## src/rtl/fir_block_scheduler.sv

```systemverilog
// Block scheduler for the 3-parallel FIR core: groups serial samples into 3-lane blocks,
// credit-gates issue against output FIFO space, and re-serialises the core results.
module fir_block_scheduler #(
  parameter int DATA_W      = 16,
  parameter int OUT_W       = 64,
  parameter int OFIFO_DEPTH = 8
) (
  input  logic              clk,
  input  logic              rst_n,
  input  logic              s_valid,
  output logic              s_ready,
  input  logic [DATA_W-1:0] s_data,
  input  logic              flush,
  output logic              blk_valid,
  output logic [DATA_W-1:0] blk_x0,
  output logic [DATA_W-1:0] blk_x1,
  output logic [DATA_W-1:0] blk_x2,
  input  logic              core_valid,
  input  logic [OUT_W-1:0]  core_y0,
  input  logic [OUT_W-1:0]  core_y1,
  input  logic [OUT_W-1:0]  core_y2,
  output logic              m_valid,
  input  logic              m_ready,
  output logic [OUT_W-1:0]  m_data,
  output logic              busy,
  output logic              ovf_err
);

  localparam int AW = $clog2(OFIFO_DEPTH);
  localparam int CW = $clog2(OFIFO_DEPTH + 1);

  logic [1:0]         idx_r;
  logic [DATA_W-1:0]  lane0_r;
  logic [DATA_W-1:0]  lane1_r;
  logic [CW-1:0]      credits_r;
  logic [AW:0]        wptr_r;
  logic [AW:0]        rptr_r;
  logic [1:0]         phase_r;
  logic [3*OUT_W-1:0] mem_r [OFIFO_DEPTH];
  logic [3*OUT_W-1:0] head_s;

  logic accept_s, issue_s, full_s, empty_s, wr_s, pop_s;

  // Only the group-completing sample needs a credit; flush blocks acceptance that cycle.
  assign s_ready  = !flush && ((idx_r != 2'd2) || (credits_r != {CW{1'b0}}));
  assign accept_s = s_valid && s_ready;
  assign issue_s  = accept_s && (idx_r == 2'd2);
  assign empty_s  = (wptr_r == rptr_r);
  assign full_s   = (wptr_r[AW] != rptr_r[AW]) && (wptr_r[AW-1:0] == rptr_r[AW-1:0]);
  assign wr_s     = core_valid && !full_s;
  assign m_valid  = !empty_s;
  assign pop_s    = m_valid && m_ready && (phase_r == 2'd2);
  assign busy     = (idx_r != 2'd0) || (credits_r != CW'(OFIFO_DEPTH));

  // Sample assembler: collect lanes 0 and 1, lane 2 goes straight to the block register.
  always_ff @(posedge clk or negedge rst_n) begin
    if (!rst_n) begin
      idx_r   <= 2'd0;
      lane0_r <= {DATA_W{1'b0}};
      lane1_r <= {DATA_W{1'b0}};
    end else if (flush) begin
      idx_r <= 2'd0;
    end else if (accept_s) begin
      case (idx_r)
        2'd0:    begin lane0_r <= s_data; idx_r <= 2'd1; end
        2'd1:    begin lane1_r <= s_data; idx_r <= 2'd2; end
        default: idx_r <= 2'd0;
      endcase
    end
  end

  // Block issue register: one-cycle pulse, lanes hold until the next issue.
  always_ff @(posedge clk or negedge rst_n) begin
    if (!rst_n) begin
      blk_valid <= 1'b0;
      blk_x0    <= {DATA_W{1'b0}};
      blk_x1    <= {DATA_W{1'b0}};
      blk_x2    <= {DATA_W{1'b0}};
    end else begin
      blk_valid <= issue_s;
      if (issue_s) begin
        blk_x0 <= lane0_r;
        blk_x1 <= lane1_r;
        blk_x2 <= s_data;
      end
    end
  end

  // Credit counter: issue takes a slot, completing an entry's last word returns one.
  always_ff @(posedge clk or negedge rst_n) begin
    if (!rst_n) begin
      credits_r <= CW'(OFIFO_DEPTH);
    end else begin
      case ({issue_s, pop_s})
        2'b10: credits_r <= credits_r - CW'(1);
        2'b01: begin
          if (credits_r != CW'(OFIFO_DEPTH)) credits_r <= credits_r + CW'(1);
        end
        default: credits_r <= credits_r;
      endcase
    end
  end

  // FIFO pointers, serialiser phase and sticky overflow flag.
  always_ff @(posedge clk or negedge rst_n) begin
    if (!rst_n) begin
      wptr_r  <= {(AW+1){1'b0}};
      rptr_r  <= {(AW+1){1'b0}};
      phase_r <= 2'd0;
      ovf_err <= 1'b0;
    end else begin
      if (wr_s) wptr_r <= wptr_r + (AW+1)'(1);
      if (pop_s) rptr_r <= rptr_r + (AW+1)'(1);
      if (core_valid && full_s) ovf_err <= 1'b1;
      if (m_valid && m_ready) begin
        case (phase_r)
          2'd0:    phase_r <= 2'd1;
          2'd1:    phase_r <= 2'd2;
          default: phase_r <= 2'd0;
        endcase
      end
    end
  end

  // Result storage; a full FIFO drops the write.
  always_ff @(posedge clk) begin
    if (wr_s) mem_r[wptr_r[AW-1:0]] <= {core_y2, core_y1, core_y0};
  end

  // Output word select; driven to zero while the FIFO is empty.
  always_comb begin
    head_s = mem_r[rptr_r[AW-1:0]];
    m_data = {OUT_W{1'b0}};
    if (empty_s) begin
      m_data = {OUT_W{1'b0}};
    end else begin
      case (phase_r)
        2'd0:    m_data = head_s[OUT_W-1:0];
        2'd1:    m_data = head_s[2*OUT_W-1:OUT_W];
        default: m_data = head_s[3*OUT_W-1:2*OUT_W];
      endcase
    end
  end

endmodule
```

## config.mk

```make
export PLATFORM = sky130hd
export DESIGN_NAME = fir_block_scheduler
export DESIGN_NICKNAME = d
export VERILOG_FILES = /design/src/rtl/fir_block_scheduler.sv
export SDC_FILE = /design/constraint.sdc
export NUM_CORES = 2
export LEC_CHECK = 0
export ABC_CLOCK_PERIOD_IN_PS = 18350
export CELL_PAD_IN_SITES_DETAIL_PLACEMENT = 0
export CELL_PAD_IN_SITES_GLOBAL_PLACEMENT = 2
export CORE_MARGIN = 1.5
export CORE_UTILIZATION = 49
export CTS_BUF_LIST = sky130_fd_sc_hd__clkbuf_8
export DETAILED_ROUTE_END_ITERATION = 10
export HOLD_SLACK_MARGIN = 0.03
export PLACE_DENSITY_LB_ADDON = 0.1
export SYNTH_ARGS = -nofsm -noshare
export SYNTH_HDL_FRONTEND = slang
export SYNTH_SLANG_ARGS = --single-unit
```

## constraint.sdc

```tcl
create_clock -name clk -period 18.35 [get_ports clk]
set_clock_uncertainty 0.1 [all_clocks]
set_input_delay 1.835 -clock clk [delete_from_list [all_inputs] [get_ports clk]]
set_output_delay 1.835 -clock clk [all_outputs]
set_load 0.1 [all_outputs]
```

# Word-level counts from Yosys, hierarchy flattened
# Memory sizes are Yosys's and may differ from the RTL's.
# Index checks and enable logic that the tools add are counted.
totals:
  register_bits: 98
  mem_bits_rw: 1536
  elab_cells: 62
  memories: 1
memory_table:
  columns: ["memory", "words", "word_bits", "rd", "rd_ports_with_merged_regs", "wr", "line_no", "text"]
  rows:
  - ["mem_r", 8, 192, 1, 0, 1, "39", "logic [3*OUT_W-1:0] mem_r [OFIFO_DEPTH];"]
classes:
  n_addsub: 4
  n_eq_ne: 12
  n_mux: 10
  bitwise: 1
  n_reduce_logical: 22
op_table:
  columns: ["op", "count"]
  rows:
  - ["$pmux W64 S2", 1]
  - ["$mux W64", 1]
  - ["$add A4 B1 Y4 const B", 3]
  - ["$logic_and A1 B1 Y1", 8]
  - ["$pmux W2 S2", 2]
  - ["$pmux W4 S2", 1]
  - ["$eq A2 B1 Y1 const B", 3]
  - ["$eq A2 B2 Y1 const B", 3]
  - ["$reduce_and A3 Y1", 2]
  - ["$reduce_bool A2 Y1", 3]
  - ["$eq A4 B4 Y1", 1]
  - ["$logic_not A2 Y1", 2]
  - ["$mux W2", 2]
  - ["$mux W4", 1]
  - ["$ne A2 B2 Y1 const B", 2]
  - ["$ne A4 B4 Y1 const B", 1]
  - ["$reduce_bool A4 Y1", 1]
  - ["$sub A4 B1 Y4 const B", 1]
  - ["$eq A3 B3 Y1", 1]
  - ["$logic_not A1 Y1", 3]
  - ["$logic_or A1 B1 Y1", 2]
  - ["$mux W1", 2]
  - ["$reduce_and A2 Y1", 1]
  - ["$ne A1 B1 Y1", 1]
  - ["$not A1 Y1", 1]

# Longest topological paths before layout
logic_depth:
  ltp_word: 8
  depth_mapped: 14
  depth_no_buf: 12

# Least setup slack after synthesis
# No wires, ideal clock.
synth_timing:
  path_kind: "input to register"
  startpoint: "input port core_valid"
  endpoint: "memory mem_r[0][0] in the netlist's numbering (enable)"
  arrival_ns: 15.139
  required_ns: 17.269
  path_slack_ns: 2.130
  cell_stages: 3
  path_buffers: 0
  cell_sequence: "o21ai_1 or2_1 nor3_1"
synth_between:
  elab_chain_len: 3
synth_lines:
  columns: ["element", "line_no", "text"]
  rows:
  - ["from (decl)", "18", "input logic core_valid,"]
  - ["$logic_and A1 B1 Y1", "50", "assign wr_s = core_valid && !full_s;"]
  - ["$mux W1", "127", "if (wr_s) mem_r[wptr_r[AW-1:0]] <= {core_y2, core_y1, core_y0};"]
  - ["$mux W1 (implied by the code)", "127", null]
  - ["to (decl)", "39", null]
# No other way between the ends.

# Final worst setup path
layout_timing:
  startpoint: "register rptr_r[0]"
  endpoint: "output port m_data[41]"
layout_between:
  elab_chain_len: 3
layout_lines:
  columns: ["element", "line_no", "text"]
  rows:
  - ["from (decl)", "37", "logic [AW:0] rptr_r;"]
  - ["from (signal assigned)", "108", "rptr_r <= {(AW+1){1'b0}};"]
  - ["from (signal assigned)", "113", "if (pop_s) rptr_r <= rptr_r + (AW+1)'(1);"]
  - ["$mem_v2 Z8 W192", null, null]
  - ["$pmux W64 S2", "137", "case (phase_r)"]
  - ["$mux W64 *", "134", "if (empty_s) begin"]
  - ["to (decl)", "24", "output logic [OUT_W-1:0] m_data,"]
# Mark *: on every way between the ends. The rest lies on a longest branch, timed or not.

==> metrics.log <==
[metrics] IR drop worst, VDD: 0.167 mV
[metrics] leakage power figure: 23.6 nW
[metrics] clock latency on the worst-skew pair: 940 ps
[metrics] setup repair after global routing missed its margin: no
[metrics] global-route wire length before repair: 210 mm
[metrics] final design instance area without fill: 72400 um^2
[metrics] vias per cell: 5.82
[metrics] biggest area contributors in the synthesized netlist: sky130_fd_sc_hd__edfxtp_1 74%, sky130_fd_sc_hd__mux4_2 14%, sky130_fd_sc_hd__dfrtp_1 3.9%
[metrics] maximum number of pins on one net before global-route repair: 174
[metrics] estimated wirelength of the detail-placed design: 71.9 mm
[metrics] total number of placement rows: 130
[metrics] maximum fanout encountered on the critical timing path: 105
[metrics] number of hold buffers added after cts: 0
[metrics] cells after synthesis: 2760
[metrics] Max clock buf depth: 4
[metrics] flop and latch count out of synthesis: 1634
[metrics] Post-Place Cell Area: 67400 um^2
[metrics] remaining global-route overflow: 0
[metrics] Core Region: 126000 um^2
[metrics] total CTS buffers: 289
[metrics] routed via count: 29800
[metrics] Fin Setup TNS: 0 ps
[metrics] via count of the first global-routing pass: 32300
[metrics] non-filler instance count after layout: 5121
[metrics] wirelength, routed: 142 mm
[metrics] area of the die: 129000 um^2
[metrics] Layout Area Growth over Synthesis: 16.6%
[metrics] flip-flop cell with the highest count after synthesis: sky130_fd_sc_hd__edfxtp_1
[metrics] input/output buffers: 330
[metrics] number of nets with antenna violations after detailed routing: 0
[metrics] die span in x: 359 um
[metrics] FMAX: 0.112 GHz
[metrics] synthesized area divided by synthesized cell count: 22.5 um^2
[metrics] PostCTS Resize Cnt: 0
[metrics] pre-CTS worst setup slack: 10190 ps
[metrics] CP arrival: 6980 ps
[metrics] sort of element at the start of the critical path: register
[metrics] number of clock sinks: 1634
[metrics] WHS: 358 ps
[metrics] sort of element at the end of the critical path: output pin
[metrics] class of the worst hold path: reg2reg
[metrics] ys async rst share: 0.0600
[metrics] height of the die: 359 um
[metrics] post-layout minimum cycle time: 8910 ps
[metrics] register area share after synthesis: 0.782
[metrics] # H-tree levels: 5
[metrics] Top Ports: 331
[metrics] antenna violations before repair: 40
[metrics] buffer cell driving the clock tree root: sky130_fd_sc_hd__clkbuf_8
[metrics] syn_nets: 2979
[metrics] most area-hungry cell type in the Yosys netlist: sky130_fd_sc_hd__edfxtp_1
[metrics] Worst-Margin Slew: 1270 ps
[metrics] CP Data Required Time: 16410 ps
[metrics] smallest setup slack after layout: 9440 ps
[metrics] critical path start-end classification: reg2out
[metrics] Mapped Area: 62100 um^2
[metrics] final-report hold violation count: 0
[metrics] worst slew margin relative to its limit: 0.148
[metrics] clock tree from TritonCTS: yes
[metrics] cell count after placement: 4627
[metrics] period utilisation layout: 0.486
[metrics] detailed-routing iteration count for the pre-antenna-repair pass: 5
[metrics] overall track demand over capacity in global routing: 0.223
[metrics] total setup violations reported at the end of the flow: 0
[metrics] proportion of layout cells with a drive suffix above 1: 0.246
[metrics] weighted congestion reported at the end of routability-driven placement: 0.724
[metrics] power density over the cells: 180 nW/um^2
[metrics] DRC errors left: 0
[metrics] Distinct cells, synth: 41
[metrics] number of nets in the layout: 3487
[metrics] Initial Utilization: 0.494
[metrics] wire length per cell: 27.6 um
[metrics] total count of max-transition violations in the final report: 0
[metrics] number of buffers added for setup after CTS: 0
[metrics] share of Yosys cell area claimed by the top area cell type: 0.742
[metrics] violation count after the first detailed-routing iteration: 2274
[metrics] Max Cap Violations: 0
[metrics] CTS clk-pin slew, worst paths: 60 ps
[metrics] outcome: complete, no violations
[metrics] Ys Warns: 0
[metrics] number of enable flip-flop cells after synthesis: 1536
-- sequential cells by signal (all words and copies together) (netlist names) --
signal / count
blk_valid: 1
blk_x0: 16
blk_x1: 16
blk_x2: 16
credits_r: 4
idx_r: 2
lane0_r: 16
lane1_r: 16
mem_r: 1536
ovf_err: 1
phase_r: 2
rptr_r: 4
wptr_r: 4
-- Yosys cell counts, types with 4 or more instances --
| library cell | number |
|---|---|
| sky130_fd_sc_hd__edfxtp_1 | 1536 |
| sky130_fd_sc_hd__nor3_1 | 4 |
| sky130_fd_sc_hd__mux4_2 | 384 |
| sky130_fd_sc_hd__mux2i_1 | 66 |
| sky130_fd_sc_hd__mux2_1 | 45 |
| sky130_fd_sc_hd__dfrtp_1 | 97 |
| sky130_fd_sc_hd__clkbuf_1 | 73 |
| sky130_fd_sc_hd__buf_1 | 27 |
| sky130_fd_sc_hd__buf_2 | 56 |
| sky130_fd_sc_hd__xnor2_1 | 6 |
| sky130_fd_sc_hd__mux2_2 | 55 |
| sky130_fd_sc_hd__nand2_1 | 220 |
| sky130_fd_sc_hd__ha_1 | 4 |
| sky130_fd_sc_hd__a221oi_1 | 128 |
| sky130_fd_sc_hd__nor2_1 | 14 |
| sky130_fd_sc_hd__xor2_1 | 6 |
-- cells by family after synthesis --
kind of cell	count (synthesis)	synth area share
flip-flops	1634	0.782
multiplexers	551	0.168
AND/OR/NAND/NOR	255	0.0166
buffers and inverters	165	0.0114
AO/OA/AOI/OAI	138	0.0191
XOR/XNOR	12	0.00169
adder cells (fa/ha/maj)	5	0.00113
-- metrics by stage --
step	utilization	power (mW)
after floorplan	-	8.90
after global placement	0.536	10.2
after detailed placement	0.536	10.2
after CTS	0.576	13.2
after global routing	0.576	13.6
final	0.576	13.0
-- final cells by class --
cell class	count	area, um^2
diodes	14	35.0
clock buffers	300	4130
clock inverters	180	882
fillers	9325	53300
inverters	5	18.8
multi-input cells	961	12900
flip-flops and latches	1634	48600
well taps	1650	2060
repair buffers	377	3780
-- critical path, stage by stage (launching register included) --
cell                              delay, ps
sky130_fd_sc_hd__dfrtp_4               1030
sky130_fd_sc_hd__buf_4                  960
sky130_fd_sc_hd__buf_12                 730
sky130_fd_sc_hd__buf_4                  780
sky130_fd_sc_hd__mux4_2                 360
sky130_fd_sc_hd__mux2_2                 140
sky130_fd_sc_hd__nand2_1                 60
sky130_fd_sc_hd__a221oi_1               500
sky130_fd_sc_hd__clkdlybuf4s50_1       1230
-- per-layer routing --
layer / up-vias / wire length, um / track usage
met1: 15900 / 58500 / 0.294
met3: 265 / 9720 / 0.0626
met4: 40 / 2800 / 0.0688
li1: 12700 / - / -
met2: 884 / 70300 / 0.362
met5: - / 251 / 0
-- report_power, final --
group	leakage [nW]	internal [mW]	switching (mW)	total (mW)
registers	15.2	4.71	0.218	4.93
clock network	2.84	1.58	1.39	2.97
logic	5.55	1.68	3.45	5.14
-- final timing paths --
check | from | endpoint | slack, ps | depth (start not counted)
max | rptr_r[0] | m_data[41] | 9440 | 8
min | lane0_r[9] | blk_x0[9] | 360 | 2
max reg2reg | rptr_r[1] | mem_r[3][100] | 11890 | 9
min reg2reg | lane0_r[9] | blk_x0[9] | 360 | 2
max in group asynchronous | rst_n | blk_x2[12] | 16180 | 2
min in group asynchronous | rst_n | idx_r[1] | 680 | 1
-- cell usage in the layout, fill, tap and decap left out, types with 38 or more instances in the layout --
cell type / n
sky130_fd_sc_hd__a221oi_1: 128
sky130_fd_sc_hd__buf_4: 38
sky130_fd_sc_hd__clkbuf_8: 300
sky130_fd_sc_hd__clkdlybuf4s50_1: 329
sky130_fd_sc_hd__clkinv_1: 71
sky130_fd_sc_hd__dfrtp_1: 92
sky130_fd_sc_hd__edfxtp_1: 1536
sky130_fd_sc_hd__inv_1: 70
sky130_fd_sc_hd__mux2_1: 45
sky130_fd_sc_hd__mux2_2: 55
sky130_fd_sc_hd__mux2i_1: 66
sky130_fd_sc_hd__mux4_2: 384
sky130_fd_sc_hd__nand2_1: 220
Note: power is estimated with default switching activity, not from simulation.
